==> config.mk <==
export PLATFORM = sky130hd
export DESIGN_NAME = alarm_interval_timer_flat
export DESIGN_NICKNAME = d
export VERILOG_FILES = /design/src/rtl/alarm_interval_timer_if.sv /design/src/rtl/alarm_interval_timer.sv /design/src/flat_wrapper.sv
export SDC_FILE = /design/constraint.sdc
export NUM_CORES = 1
export LEC_CHECK = 0
export ABC_AREA = 1
export CORE_ASPECT_RATIO = 0.7
export CORE_MARGIN = 2
export CORE_UTILIZATION = 47
export DETAILED_ROUTE_END_ITERATION = 16
export PLACE_DENSITY = 0.65
export SLEW_MARGIN = 10
export SYNTH_ARGS = -nofsm -noshare
export SYNTH_HDL_FRONTEND = slang
export SYNTH_SLANG_ARGS = --single-unit
==> constraint.sdc <==
create_clock -name clock -period 4 [get_ports clock]
set_clock_uncertainty 0.1 [all_clocks]
set_input_delay 0.8 -clock clock [delete_from_list [all_inputs] [get_ports clock]]
set_output_delay 0.8 -clock clock [all_outputs]
set_load 0.01 [all_outputs]
==> src/rtl/alarm_interval_timer_if.sv <==
// Bus bundle for alarm_interval_timer.
//
// Purpose: groups the control/request inputs and the status outputs of the
// alarm interval timer so the controller side and the timer side can be
// connected through one port.
//
// Optional feature macro: ALARM_TIMER_CANCEL_EN (adds the cancel request).
//
// Signals:
//   startTimer  request: load selected delay and start counting (1 cycle)
//   interval    delay select, sampled with startTimer
//   reprogram   delay table write strobe
//   paramSel    delay table entry to write
//   timeValue   value to write, in seconds (0 is stored as 1)
//   cancel      abort a running/finished countdown (macro only)
//   clock1Hz    one-cycle pulse every CLOCK_HZ cycles
//   expired     level: selected delay has elapsed
//   busy        countdown in progress
//   remaining   seconds left, for the display driver
//
// Modports: master drives the requests, slave (the timer) drives the status.
interface alarm_interval_timer_if #(
  parameter int VAL_W = 4
);
  logic             startTimer;
  logic [1:0]       interval;
  logic             reprogram;
  logic [1:0]       paramSel;
  logic [VAL_W-1:0] timeValue;
`ifdef ALARM_TIMER_CANCEL_EN
  logic             cancel;
`endif
  logic             clock1Hz;
  logic             expired;
  logic             busy;
  logic [VAL_W-1:0] remaining;

  modport master (
    output startTimer, interval, reprogram, paramSel, timeValue,
`ifdef ALARM_TIMER_CANCEL_EN
    output cancel,
`endif
    input  clock1Hz, expired, busy, remaining
  );

  modport slave (
    input  startTimer, interval, reprogram, paramSel, timeValue,
`ifdef ALARM_TIMER_CANCEL_EN
    input  cancel,
`endif
    output clock1Hz, expired, busy, remaining
  );
endinterface

==> src/rtl/alarm_interval_timer.sv <==
// alarm_interval_timer: timing stage for the anti-theft controller.
//
// Purpose: divides the system clock to a 1 Hz enable pulse, holds a table of
// four programmable delays and counts down the selected delay after a start
// request, reporting expiry and the seconds left.
//
// Optional feature macro: ALARM_TIMER_CANCEL_EN (cancel input on the bus;
// when undefined a countdown ends only by expiry, retrigger or reset).
//
// Ports:
//   clock   system clock
//   resetN  asynchronous active-low reset (state and delay table)
//   bus     alarm_interval_timer_if.slave: requests in, status out
module alarm_interval_timer #(
  parameter int CLOCK_HZ        = 50000000,
  parameter int VAL_W           = 4,
  parameter int T_ARM_DEF       = 6,
  parameter int T_DRIVER_DEF    = 8,
  parameter int T_PASSENGER_DEF = 15,
  parameter int T_ALARM_DEF     = 10
) (
  input logic                  clock,
  input logic                  resetN,
  alarm_interval_timer_if.slave bus
);

  localparam int            PW   = (CLOCK_HZ > 1) ? $clog2(CLOCK_HZ) : 1;
  localparam logic [PW-1:0] PMAX = PW'(CLOCK_HZ - 1);

  typedef enum logic [1:0] {IDLE, COUNT, DONE} state_t;

  state_t           r_state;
  state_t           w_nextState;
  logic [PW-1:0]    r_prescaler;
  logic [VAL_W-1:0] r_remaining;
  logic [VAL_W-1:0] w_nextRemaining;
  logic [VAL_W-1:0] r_table [4];
  logic             w_tick;

  assign w_tick = (r_prescaler == PMAX);

  // Prescaler: free-running divider; a start realigns it to zero so the
  // first tick lands exactly CLOCK_HZ cycles after the start edge.
  always_ff @(posedge clock or negedge resetN) begin
    if (!resetN) begin
      r_prescaler <= '0;
    end else if (bus.startTimer || w_tick) begin
      r_prescaler <= '0;
    end else begin
      r_prescaler <= r_prescaler + 1'b1;
    end
  end

  // Delay table: a zero write is clamped to one second. A start in the same
  // cycle reads the old entry because this update is non-blocking.
  always_ff @(posedge clock or negedge resetN) begin
    if (!resetN) begin
      r_table[0] <= VAL_W'(T_ARM_DEF);
      r_table[1] <= VAL_W'(T_DRIVER_DEF);
      r_table[2] <= VAL_W'(T_PASSENGER_DEF);
      r_table[3] <= VAL_W'(T_ALARM_DEF);
    end else if (bus.reprogram) begin
      r_table[bus.paramSel] <= (bus.timeValue == '0) ? VAL_W'(1) : bus.timeValue;
    end
  end

  // State register, together with the countdown value it travels with.
  always_ff @(posedge clock or negedge resetN) begin
    if (!resetN) begin
      r_state     <= IDLE;
      r_remaining <= '0;
    end else begin
      r_state     <= w_nextState;
      r_remaining <= w_nextRemaining;
    end
  end

  // Next-state logic: start beats cancel and beats a coincident tick.
  always_comb begin
    w_nextState     = r_state;
    w_nextRemaining = r_remaining;
    if (bus.startTimer) begin
      w_nextState     = COUNT;
      w_nextRemaining = r_table[bus.interval];
`ifdef ALARM_TIMER_CANCEL_EN
    end else if (bus.cancel && (r_state != IDLE)) begin
      w_nextState     = IDLE;
      w_nextRemaining = '0;
`endif
    end else if ((r_state == COUNT) && w_tick) begin
      if (r_remaining > VAL_W'(1)) begin
        w_nextRemaining = r_remaining - 1'b1;
      end else begin
        w_nextRemaining = '0;
        w_nextState     = DONE;
      end
    end
  end

  // Outputs: busy/expired are decoded from the registered state, so they
  // follow a start or expiry one cycle after the causing edge.
  always_comb begin
    bus.clock1Hz  = w_tick;
    bus.busy      = (r_state == COUNT);
    bus.expired   = (r_state == DONE);
    bus.remaining = r_remaining;
  end

endmodule

==> src/flat_wrapper.sv <==
// flat-port wrapper written by rule: the top's interface ports become plain ports
module alarm_interval_timer_flat 
#(
  parameter int CLOCK_HZ        = 50000000,
  parameter int VAL_W           = 4,
  parameter int T_ARM_DEF       = 6,
  parameter int T_DRIVER_DEF    = 8,
  parameter int T_PASSENGER_DEF = 15,
  parameter int T_ALARM_DEF     = 10
)
  (clock, resetN, bus_startTimer, bus_interval, bus_reprogram, bus_paramSel, bus_timeValue, bus_clock1Hz, bus_expired, bus_busy, bus_remaining);
  alarm_interval_timer_if #(.VAL_W(VAL_W)) bus_i ();
  input logic clock;
  input logic resetN;
  input wire logic [$bits(bus_i.startTimer)-1:0] bus_startTimer;
  input wire logic [$bits(bus_i.interval)-1:0] bus_interval;
  input wire logic [$bits(bus_i.reprogram)-1:0] bus_reprogram;
  input wire logic [$bits(bus_i.paramSel)-1:0] bus_paramSel;
  input wire logic [$bits(bus_i.timeValue)-1:0] bus_timeValue;
  output wire logic [$bits(bus_i.clock1Hz)-1:0] bus_clock1Hz;
  output wire logic [$bits(bus_i.expired)-1:0] bus_expired;
  output wire logic [$bits(bus_i.busy)-1:0] bus_busy;
  output wire logic [$bits(bus_i.remaining)-1:0] bus_remaining;
  assign bus_i.startTimer = bus_startTimer;
  assign bus_i.interval = bus_interval;
  assign bus_i.reprogram = bus_reprogram;
  assign bus_i.paramSel = bus_paramSel;
  assign bus_i.timeValue = bus_timeValue;
  assign bus_clock1Hz = bus_i.clock1Hz;
  assign bus_expired = bus_i.expired;
  assign bus_busy = bus_i.busy;
  assign bus_remaining = bus_i.remaining;
  alarm_interval_timer #(.CLOCK_HZ(CLOCK_HZ), .VAL_W(VAL_W), .T_ARM_DEF(T_ARM_DEF), .T_DRIVER_DEF(T_DRIVER_DEF), .T_PASSENGER_DEF(T_PASSENGER_DEF), .T_ALARM_DEF(T_ALARM_DEF)) u_core (.clock(clock), .resetN(resetN), .bus(bus_i));
endmodule
* Word level (Yosys, flattened, before mapping)
Cells that the tools add are included.
Word-level totals: flip-flop bits (word level) 48, output and inout bits 7, word-level logic and storage cells 39
Operators by class: $add $sub $neg 2, magnitude comparators 4, equality and inequality tests 4, multiplexer cells 14, bitwise gates (word level) 2, reduce and logical (&&, ||, !) cells 6
Operators by type and width (number):
- $mux 4 | 7
- $add 26x1->26 const B | 1
- $eq 26x26->1 const B | 1
- $mux 26 | 1
- $bwmux 16 | 1
- $bmux 4 s2 | 1
- $demux 4 s2 | 1
- $ge 3x3->1 const B | 2
- $mux 2 | 3
- $not 2->3 | 2
- $gt 4x1->1 const B | 1
- $logic_not 4->1 | 1
- $sub 4x1->4 const B | 1
- $lt 3x1->1 const B | 1
- $eq 2x1->1 const B | 1
- $eq 2x2->1 const B | 1
- $logic_and 1x1->1 | 2
- $ne 2x2->1 const B | 1
- $reduce_and 2->1 | 1
- $reduce_bool 2->1 | 1
- $logic_or 1x1->1 | 1

* Logic depth before layout (Yosys ltp)
word-level depth 6, mapped depth 10, depth with buffers taken out 10

* Worst setup path before layout
Ideal clock, no wire load.
path type flip-flop to output port, start point reg u_core.r_prescaler[0], end point out bus_clock1Hz, data arrival time 1274 ps, data required time 3100 ps, path slack 1826 ps, cell stages (with the launch flop) 6, cells stage by stage dfrtp_1 -> ha_1 -> nand2_2 -> nor2_8 -> nand3_1 -> nor4_1
On the way: longest elaborated chain between the ends 1
RTL lines:
- from (decl) | RTL line alarm_interval_timer.sv:34 | logic [PW-1:0] r_prescaler;
- from (signal assigned) | RTL line alarm_interval_timer.sv:50 | r_prescaler <= r_prescaler + 1'b1;
- $eq 26x26->1 | RTL line alarm_interval_timer.sv:40 | assign w_tick = (r_prescaler == PMAX);
- to (decl) | RTL line flat_wrapper.sv:20 | output wire logic [$bits(bus_i.clock1Hz)-1:0] bus_clock1Hz;
Every way passes these cells.

* Final worst setup path
Ends and elaborated chain as after synthesis.

==> run metrics <==
maxcap violations=0; Crit Path Max Fanout=6; path category of the worst min-delay check=input port to async pin; largest net degree at the start of global routing=33; Final #Nets=407; count leader, synth=nand2_1; initial antenna violation count=0; final worst slack=0.9533 ns; ranking of synthesized cells by area=dfrtp_1 (36%), nand2_1 (15%), nor2_1 (9.2%); I/O pin count=19; share of cells above drive strength 1=8.651%; # H-tree levels=2; Rows=23; Post-Syn Area per Cell=7.304 um^2; P_leak=1.365 nW; FF-to-FF End=u_core.bus.remaining[0]$_DFFE_PN0P_; Syn Nets=385; IO buf count=18; P&R area growth vs syn=13.47%; clk sink count=48; WP depth=6; drt wl/cell=13.26 um; crit path capture type=output port; Slew HR=54.24%; GP Congestion=0.9805; post-DP HPWL=4.605 mm; DRC=0; Top Family by Delay on Critical Path=simple AND/OR/NAND/NOR gates; fmax=328.2 MHz; Final Hold Vio Count=0; combinational share of power=20.9%; Pwr Total=1.214 mW; first-pass GRT wire length=10.32 mm; total grt overflow=0; FF-to-FF setup slack=1.99 ns; run status=finished clean; Tot GR Track Use=21.38%; worst setup path endpoint=bus_clock1Hz; Syn Inst Count=370; number of synthesized flops with an enable pin=0; pre-CTS WS=1.286 ns; Seq/Total Area, Yosys=44.86%; Post-DRT Antenna Nets=0; Worst-Margin Slew=0.6793 ns; clock root buffer=clkbuf_8; Worst Setup Start Kind=register; top post-synthesis cells by count=nand2_1 (106), nor2_1 (66), dfrtp_1 (39), inv_1 (37), o21ai_0 (30); die footprint=6383 um^2; vias in the first global route=2155; Reg-to-Reg Start=u_core.r_prescaler[0]$_DFF_PN0_; Yosys warnings=0; RSZ-0062 raised after global routing=no; Util after Layout=54.37%; Top FF cell, synth=dfrtp_1; post-synthesis async set-or-reset flop share=100.0%; Critical Path Slowest Stage Cell=clkdlybuf4s50_1; vias per cell=5.139; setup TNS=0 ns; Final Cell Area=3067 um^2; Worst path max stage delay=0.59 ns; area leader, netlist=dfrtp_1; final non-filler cell total=468; Starting Density=47.91%; Final period util=76.17%; Crit Path Category=register to output port; Reg power frac=48.7%; hold slack=0.3441 ns; antenna cell count=0; final wirelength=6.204 mm; Peak supply drop=164.1 uV; post-CTS setup buffer count=0; worst path required time=3.10 ns; critical path cell sequence=ha_1 -> nand2_2 -> nor2_8 -> nand3_1 -> nor4_1 -> clkdlybuf4s50_1; cts repair resizes=0; Cell Pwr Density=395.9 nW/um^2; CTS Hold Bufs=0; Slew Viols, Final=0; total placed instance area=2944 um^2; CTS Buf Count=5; worst reg2reg path depth=10; Sw Ratio=28.85%; Bufs on Longest Clock Path=2; Die W=94.64 um; mapped cell area=2703 um^2; Yosys top cell area share=36.11%; Synth cell types=27; Critical Path AT=2.15 ns; initial drt markers=156; CP Buf/Inv Count=1; clock slew at reported path FFs=0.09 ns; clk_lat worst skew=0.30 ns; Placed Cells incl. Taps=460; P_int=0.8638 mW; final setup vio count=0; first-pass iteration count of the detailed router=5; P_sw=0.3502 mW; die height=67.45 um; core area=5640 um^2; Synth Register Bits=48; CTS tree=yes; DR vias=2405; Tmin final=3.047 ns; clock share of power=30.4%; Critical path origin=u_core.r_prescaler[0]$_DFF_PN0_
registers in the layout (all words and copies together), names as in the netlist:
name	cells
u_core.r_prescaler	26
u_core.r_table	16
u_core.bus.remaining	4
u_core.r_state	2
worst reg2reg max path: cells and delay by family (launching register included):
kind,cells,cell delay (ns)
simple gates,9,1.19
flops,1,0.38
fa+ha+maj,1,0.23
layout make-up:
class	count	area (um^2)
fillers	580	2574
multi-input cells	280	1313
flip-flops and latches	48	1212
repair buffers	19	182.7
inverters	38	142.6
clock buffers	8	122.6
well taps	75	93.84
how the worst min path moves through the flow:
stage	end	slack [ns]	cells past startpoint
final	u_core.bus.remaining[2]$_DFFE_PN0P_	0.34	1
after global routing	u_core.bus.remaining[3]$_DFFE_PN0P_	0.36	1
after CTS	u_core.bus.remaining[2]$_DFFE_PN0P_	0.35	1
after detailed placement	u_core.r_prescaler[0]$_DFF_PN0_	0.36	1
after global placement	u_core.r_prescaler[0]$_DFF_PN0_	0.35	1
after floorplan	u_core.r_prescaler[0]$_DFF_PN0_	0.33	1
cell usage in the layout (no fill, tap or decap), types with 2 or more instances in the layout:
cell and instances:
a21oi_1 4, clkbuf_16 2, clkbuf_8 5, clkdlybuf4s50_1 17, dfrtp_1 39, dfstp_2 9
ha_1 3, inv_1 37, nand2_1 106, nand2_2 5, nand3_1 24, nand4_1 6
nor2_1 66, nor2_2 5, nor2_4 2, nor3_1 12, o21ai_0 30, xnor2_1 4
xor2_1 6
routing by layer:
| metal | global-route usage [%] | part of all wire [%] |
|---|---|---|
| met5 | 0 | 0 |
| met1 | 33.76 | 54 |
| met2 | 30.32 | 38 |
| met3 | 4.018 | 7.0 |
| met4 | 4.348 | 0.52 |
kinds of logic (layout without fill, tap and decap cells):
group	Yosys count	in the layout	synth area share, %
AO/OA/AOI/OAI	35	35	6.528
XOR/XNOR	10	10	3.241
adder cells (fa/ha/maj)	3	3	1.389
buffers and inverters	42	65	6.573
flip-flops	48	48	44.86
AND/OR/NAND/NOR	232	232	37.41
power groups by stage:
stage               sequential (mW)  clock (mW)  combinational, mW
floorplan                     0.600           0              0.151
global placement              0.599           0              0.251
detailed placement            0.599           0              0.257
CTS                           0.592       0.377              0.257
global route                  0.600       0.400              0.290
finish                        0.591       0.369              0.254
No activity file was read; power rests on OpenSTA's default activity.
